### src/rtl/alu_seq_pkg.sv
// alu_seq_pkg: opcode map, FSM state type and opcode helpers for alu_seq.
package alu_seq_pkg;

  typedef enum logic [3:0] {
    OP_ILL0 = 4'h0,
    OP_ADD  = 4'h1,
    OP_SUB  = 4'h2,
    OP_MUL  = 4'h3,
    OP_DIV  = 4'h4,
    OP_MOD  = 4'h5,
    OP_AND  = 4'h6,
    OP_OR   = 4'h7,
    OP_XOR  = 4'h8,
    OP_NOT  = 4'h9,
    OP_NAND = 4'hA,
    OP_NOR  = 4'hB,
    OP_XNOR = 4'hC,
    OP_SHL  = 4'hD,
    OP_SHR  = 4'hE,
    OP_ILLF = 4'hF
  } alu_op_e;

  typedef enum logic {
    IDLE   = 1'b0,
    DIVIDE = 1'b1
  } state_e;

  // DIV and MOD go through the iterative divider (unless the divisor is zero)
  function automatic logic is_multicycle(input alu_op_e op);
    return (op == OP_DIV) || (op == OP_MOD);
  endfunction

endpackage

### src/rtl/alu_seq_div.sv
// alu_seq_div: iterative restoring unsigned divider, one quotient bit per cycle.
// i_start loads the operands; o_done pulses during the final iteration and
// o_quotient/o_remainder carry that iteration's results in the same cycle.
module alu_seq_div #(
  parameter int WIDTH = 32
) (
  input  logic             i_clk,
  input  logic             i_rst,
  input  logic             i_start,
  input  logic [WIDTH-1:0] i_dividend,
  input  logic [WIDTH-1:0] i_divisor,
  output logic             o_done,
  output logic [WIDTH-1:0] o_quotient,
  output logic [WIDTH-1:0] o_remainder
);

  localparam int CW = $clog2(WIDTH);

  logic             r_busy;
  logic [CW-1:0]    r_cnt;
  logic [WIDTH-1:0] r_rem;
  logic [WIDTH-1:0] r_quo;
  logic [WIDTH-1:0] r_dvs;

  logic [WIDTH:0]   w_shift;
  logic [WIDTH:0]   w_trial;
  logic             w_ge;
  logic [WIDTH-1:0] w_rem_nxt;
  logic [WIDTH-1:0] w_quo_nxt;

  // r_quo starts as the dividend; its MSB feeds the partial remainder while
  // quotient bits enter at the LSB, so after WIDTH steps it holds the quotient.
  assign w_shift   = {r_rem, r_quo[WIDTH-1]};
  assign w_trial   = w_shift - {1'b0, r_dvs};
  assign w_ge      = ~w_trial[WIDTH];
  assign w_rem_nxt = w_ge ? w_trial[WIDTH-1:0] : w_shift[WIDTH-1:0];
  assign w_quo_nxt = {r_quo[WIDTH-2:0], w_ge};

  assign o_done      = r_busy & (r_cnt == '0);
  assign o_quotient  = w_quo_nxt;
  assign o_remainder = w_rem_nxt;

  // Load on start, then one restoring step per cycle until the count expires
  always_ff @(posedge i_clk or posedge i_rst) begin
    if (i_rst) begin
      r_busy <= 1'b0;
      r_cnt  <= '0;
      r_rem  <= '0;
      r_quo  <= '0;
      r_dvs  <= '0;
    end else if (i_start) begin
      r_busy <= 1'b1;
      r_cnt  <= CW'(WIDTH - 1);
      r_rem  <= '0;
      r_quo  <= i_dividend;
      r_dvs  <= i_divisor;
    end else if (r_busy) begin
      r_rem <= w_rem_nxt;
      r_quo <= w_quo_nxt;
      r_cnt <= r_cnt - CW'(1);
      if (r_cnt == '0) begin
        r_busy <= 1'b0;
      end
    end
  end

endmodule

### src/rtl/alu_seq.sv
// alu_seq: handshaked unsigned ALU with an iterative DIV/MOD path.
// Optional feature macro ALU_SEQ_FLAGS_EN adds a registered flags[3:0]
// output = {Z, N, C, V}.
module alu_seq
  import alu_seq_pkg::*;
#(
  parameter int WIDTH = 32
) (
  input  logic             clk,
  input  logic             reset,
  input  logic             in_valid,
  output logic             in_ready,
  input  logic [WIDTH-1:0] A,
  input  logic [WIDTH-1:0] B,
  input  logic [3:0]       opcode,
  output logic             out_valid,
  input  logic             out_ready,
  output logic [WIDTH-1:0] C,
  output logic             ERR_out
`ifdef ALU_SEQ_FLAGS_EN
  ,
  output logic [3:0]       flags
`endif
);

  localparam int SHW = $clog2(WIDTH);

  state_e           r_state;
  state_e           w_state_nxt;
  alu_op_e          w_op;
  logic             w_in_ready;
  logic             w_accept;
  logic             w_b_zero;
  logic             w_div_start;
  logic             w_div_done;
  logic             w_single_load;
  logic [WIDTH-1:0] w_quo;
  logic [WIDTH-1:0] w_rem;
  logic             r_div_mod;

  logic [WIDTH:0]     w_sum;
  logic [WIDTH:0]     w_diff;
  logic [2*WIDTH-1:0] w_prod;
  logic [SHW-1:0]     w_sh;
  logic [WIDTH-1:0]   w_res;
  logic               w_err;

  logic [WIDTH-1:0] r_c;
  logic             r_err;
  logic             r_valid;

  assign w_op          = alu_op_e'(opcode);
  assign w_b_zero      = (B == '0);
  assign w_in_ready    = (r_state == IDLE) & ~reset & (~r_valid | out_ready);
  assign w_accept      = in_valid & w_in_ready;
  assign w_div_start   = w_accept & is_multicycle(w_op) & ~w_b_zero;
  assign w_single_load = w_accept & ~w_div_start;

  assign in_ready  = w_in_ready;
  assign out_valid = r_valid;
  assign C         = r_c;
  assign ERR_out   = r_err;

  assign w_sum  = {1'b0, A} + {1'b0, B};
  assign w_diff = {1'b0, A} - {1'b0, B};
  assign w_prod = {{WIDTH{1'b0}}, A} * {{WIDTH{1'b0}}, B};
  assign w_sh   = B[SHW-1:0];

  alu_seq_div #(
    .WIDTH (WIDTH)
  ) u_div (
    .i_clk       (clk),
    .i_rst       (reset),
    .i_start     (w_div_start),
    .i_dividend  (A),
    .i_divisor   (B),
    .o_done      (w_div_done),
    .o_quotient  (w_quo),
    .o_remainder (w_rem)
  );

  // FSM state register
  always_ff @(posedge clk or posedge reset) begin
    if (reset) begin
      r_state <= IDLE;
    end else begin
      r_state <= w_state_nxt;
    end
  end

  // FSM next state: leave IDLE only for a real divide, return when it finishes
  always_comb begin
    w_state_nxt = r_state;
    case (r_state)
      IDLE:    if (w_div_start) w_state_nxt = DIVIDE;
      DIVIDE:  if (w_div_done) w_state_nxt = IDLE;
      default: w_state_nxt = IDLE;
    endcase
  end

  // Single-cycle datapath; DIV/MOD entries here only ever land for B==0
  always_comb begin
    w_res = '0;
    w_err = 1'b0;
    case (w_op)
      OP_ADD:  begin w_res = w_sum[WIDTH-1:0];  w_err = w_sum[WIDTH];        end
      OP_SUB:  begin w_res = w_diff[WIDTH-1:0]; w_err = w_diff[WIDTH];       end
      OP_MUL:  begin w_res = w_prod[WIDTH-1:0]; w_err = |w_prod[2*WIDTH-1:WIDTH]; end
      OP_DIV:  begin w_res = '1;                w_err = 1'b1;                end
      OP_MOD:  begin w_res = A;                 w_err = 1'b1;                end
      OP_AND:  w_res = A & B;
      OP_OR:   w_res = A | B;
      OP_XOR:  w_res = A ^ B;
      OP_NOT:  w_res = ~A;
      OP_NAND: w_res = ~(A & B);
      OP_NOR:  w_res = ~(A | B);
      OP_XNOR: w_res = ~(A ^ B);
      OP_SHL:  w_res = A << w_sh;
      OP_SHR:  w_res = A >> w_sh;
      default: begin w_res = '0; w_err = 1'b1; end
    endcase
  end

  // Remember which divider output the pending divide wants
  always_ff @(posedge clk or posedge reset) begin
    if (reset) begin
      r_div_mod <= 1'b0;
    end else if (w_div_start) begin
      r_div_mod <= (w_op == OP_MOD);
    end
  end

  // Output register: a new result overrides a same-cycle consume, so
  // out_valid stays high for back-to-back single-cycle ops.
  always_ff @(posedge clk or posedge reset) begin
    if (reset) begin
      r_valid <= 1'b0;
      r_c     <= '0;
      r_err   <= 1'b0;
    end else if (w_div_done) begin
      r_valid <= 1'b1;
      r_c     <= r_div_mod ? w_rem : w_quo;
      r_err   <= 1'b0;
    end else if (w_single_load) begin
      r_valid <= 1'b1;
      r_c     <= w_res;
      r_err   <= w_err;
    end else if (out_ready) begin
      r_valid <= 1'b0;
    end
  end

`ifdef ALU_SEQ_FLAGS_EN
  logic [WIDTH:0] w_shl_ext;
  logic [WIDTH:0] w_shr_ext;
  logic           w_cf;
  logic           w_vf;
  logic [3:0]     r_flags;

  // One extra bit on each side captures the last bit shifted out
  assign w_shl_ext = {1'b0, A} << w_sh;
  assign w_shr_ext = {A, 1'b0} >> w_sh;

  // Carry and signed-overflow flags for the single-cycle path
  always_comb begin
    w_cf = 1'b0;
    w_vf = 1'b0;
    case (w_op)
      OP_ADD: begin
        w_cf = w_sum[WIDTH];
        w_vf = (A[WIDTH-1] == B[WIDTH-1]) && (w_sum[WIDTH-1] != A[WIDTH-1]);
      end
      OP_SUB: begin
        w_cf = w_diff[WIDTH];
        w_vf = (A[WIDTH-1] != B[WIDTH-1]) && (w_diff[WIDTH-1] != A[WIDTH-1]);
      end
      OP_SHL:  w_cf = w_shl_ext[WIDTH];
      OP_SHR:  w_cf = w_shr_ext[0];
      default: ;
    endcase
  end

  // Flags register tracks the output register load conditions
  always_ff @(posedge clk or posedge reset) begin
    if (reset) begin
      r_flags <= '0;
    end else if (w_div_done) begin
      if (r_div_mod) begin
        r_flags <= {(w_rem == '0), w_rem[WIDTH-1], 2'b00};
      end else begin
        r_flags <= {(w_quo == '0), w_quo[WIDTH-1], 2'b00};
      end
    end else if (w_single_load) begin
      r_flags <= {(w_res == '0), w_res[WIDTH-1], w_cf, w_vf};
    end
  end

  assign flags = r_flags;
`endif

endmodule

### config.mk
export PLATFORM = sky130hd
export DESIGN_NAME = alu_seq
export DESIGN_NICKNAME = d
export VERILOG_FILES = /design/src/rtl/alu_seq_pkg.sv /design/src/rtl/alu_seq_div.sv /design/src/rtl/alu_seq.sv
export SDC_FILE = /design/constraint.sdc
export NUM_CORES = 2
export LEC_CHECK = 0
export BUFFER_PORTS_ARGS = -buffer_cell sky130_fd_sc_hd__buf_2
export CAP_MARGIN = 25
export CORE_AREA = 3 3 304 306
export CTS_CLUSTER_SIZE = 20
export DETAILED_ROUTE_END_ITERATION = 10
export DIE_AREA = 0 0 307 309
export PLACE_DENSITY = 0.71
export SETUP_SLACK_MARGIN = 0.15
export SYNTH_ARGS = -nofsm -noshare
export SYNTH_HDL_FRONTEND = slang
export SYNTH_SLANG_ARGS = --single-unit
### constraint.sdc
create_clock -name clk -period 5.96 [get_ports clk]
set_clock_uncertainty 0.1 [all_clocks]
set_input_delay 0.894 -clock clk [delete_from_list [all_inputs] [get_ports clk]]
set_output_delay 0.894 -clock clk [all_outputs]
set_load 0.05 [all_outputs]
==> results.md <==
* Status: finished with violations
* Failing checks: negative setup slack
* Final min period at between 8 and 9 ns
* H-tree depth at 4
* Routed WL per cell at between 20 and 30 microns
* CTS buffer count at 17
* Total wire length at around 230 mm
* Top cell family by delay on the critical path: adder cells
* CTS tree: done
* Global-route wire length before repair at 329 mm
* Slew of the pin with the lowest slew margin at ~1.1 ns
* Slowest CP cell: fa_1
* HPWL after DPL at about 180 mm
* Placed Cells incl. Taps at ~7900
* Non-Filler Instances at 8043
* 1st-pass router iterations at 9
* Hold_buf cts at 0
* Clock sinks at about 140
* Syn_area_per_cell at 8.05 sq um
* Die span in y at 309 microns
* CTS root buffer: clkbuf_16
* FF+latch count, synth at 138
* Worst Path Required at between 6 and 7 ns
* Area leader, netlist: fa_1
* Routed vias at between 50000 and 60000
* Worst-path clk slew at 0.06 ns
* Port bufs at ~110
* Worst skew pair latency at approximately 0.43 ns
* Unrepaired setup endpoints after global routing: true
* Kind of critical path: primary input to flop
* Synth Cell Area at 49300 sq um
* Max Freq at between 100 and 150 MHz
* DP Worst Slack at -3.45 ns
* Iteration-0 DRC Markers at approximately 6700
* Die W at slightly above 300 microns
* Predominant post-synthesis flop cell: dfrtp_1
* Yosys cell types at 94
* Die Area at approximately 95000 sq um
* Mapped Cells at roughly 6100
* Final setup violation count at 25
* Setup ws final at -2.66 ns
* # rows at 110
* Initial cell density of the core at 0.549
* Share of cells above drive strength 1 at 0.239
* P&R area growth vs syn at 27.3%
* Vias in the first global route at between 50000 and 60000
* Max stage delay on crit path at about 0.63 ns
* Crit start category: primary input
* CP most frequent cell: fa_1
* DR DRC count at 0
* Yosys top cell area share at 0.365
* Fin util at 0.699
* Final-stage net count at approximately 8200
* Net Count, Synth at ~7500
* Final antenna-violating net count at 0
* HP Class: flop to flop
* Number of max-capacitance violations reported at 0
* Total gr overflow at 0
* Buffer and inverter count on the worst path at 6
* Core area at 89900 sq um
* Crit path DAT at around 8.8 ns
* Area contributors post-synth: fa_1 (36%), ha_1 (10%), nor2_1 (7.4%)
* Asr flop ratio synth at 1.00
* Placer congestion estimate at ~1.1
* Crit. End Element: flop
* Via-per-instance ratio at roughly 6.4
* Max_slew headroom at 0.241
* Post-synth EDFFs at 0
* Max clock buf depth at 2
* Commonest non-fill, non-tap cells in the layout: nor2_1 (881), fa_1 (859), inv_1 (834), buf_4 (816), nand2_1 (657)
* Sequential share of the synthesized area at 0.0700
* Synth warn at 0
* Period utilization at 1.45
* Commonest non-fill, non-tap cell in the layout: nor2_1
* Antenna violations before repair at 8
* Fin. max-slew vios at 0
* Fin. Hold Viols at 0
* Largest net degree at the start of global routing at 90
* Worst Path Max Fanout at 5
* Gr usage total at 0.470
* Ports at approximately 110
==> cell usage after synthesis, types with 51 or more instances <==
master	count
nor2_1	977
fa_1	898
inv_1	881
nand2_1	672
ha_1	396
a21oi_1	361
clkbuf_1	294
o21ai_0	286
dfrtp_1	138
mux2i_1	122
buf_1	83
a211oi_1	74
nor3_1	60
nand4_1	51
==> kinds of logic after synthesis <==
family          share of synthesized area
xor+xnor                           0.0140
buf+inv                             0.103
fa+ha+maj                           0.465
compound gates                      0.155
flops                              0.0700
simple gates                        0.161
mux                                0.0315
==> through the flow <==
stage                     cell area [sq um]  hold slack [ns]  setup TNS (ns)
after global routing                  62800            0.395          -43.59
after floorplan                       49800            0.348          -33.97
final                                 62800            0.379          -40.45
after global placement                57800            0.360          -52.02
after detailed placement              57800            0.367          -53.42
after CTS                             61500            0.383          -35.16
==> layer usage <==
layer  up-vias  share of wire  global-route usage
met5         -        0.00024                   0
met4         8           0.10               0.367
met3      1151           0.13               0.138
met2      3840           0.41               0.677
met1     24900           0.35               0.596
li1      21200              -                   -
==> repair_timing <==
item / 4_1_cts / 5_1_grt
resized for setup: 514 / 209
setup buffers: 88 / 36
pin swaps: 186 / 135
gates cloned: 12 / 1
setup endpoints to repair: 26 / 28
==> layout make-up <==
cell class | instances | area, sq um
multi-input cells | 4653 | 43300
fillers | 7030 | 27100
repair buffers | 1127 | 10400
inverters | 912 | 3580
flip-flops and latches | 138 | 3460
well taps | 1176 | 1470
clock buffers | 18 | 439
clock inverters | 14 | 124
diodes | 4 | 10.0
repair inverters | 1 | 8.76
==> tightest hold or removal path, stage by stage, from the launching register on <==
cell and delay [ns]:
dfrtp_1 0.34, nand2_1 0.05, nand2_1 0.06
==> worst paths after layout <==
kind / start / end / slack (ns) / cells past startpoint
hold reg to reg: r_state / r_state / 0.38 / 2
hold / removal: r_state / r_state / 0.38 / 2
setup reg to reg: u_div.r_dvs[1] / C[31] / 1.52 / 14
max in group asynchronous: reset / u_div.r_busy / 4.06 / 3
setup / recovery: A[18] / ERR_out / -2.66 / 28
min in group asynchronous: reset / u_div.r_quo[0] / 0.51 / 2
==> sequential cells by signal (all words and copies together) (netlist names) <==
register	flops
C	32
u_div.r_dvs	32
u_div.r_quo	32
u_div.r_rem	32
u_div.r_cnt	5
ERR_out	1
out_valid	1
r_div_mod	1
r_state	1
u_div.r_busy	1
Power is not shown: default switching activity piles up to over one toggle a cycle in this logic, so the estimate is an artifact.
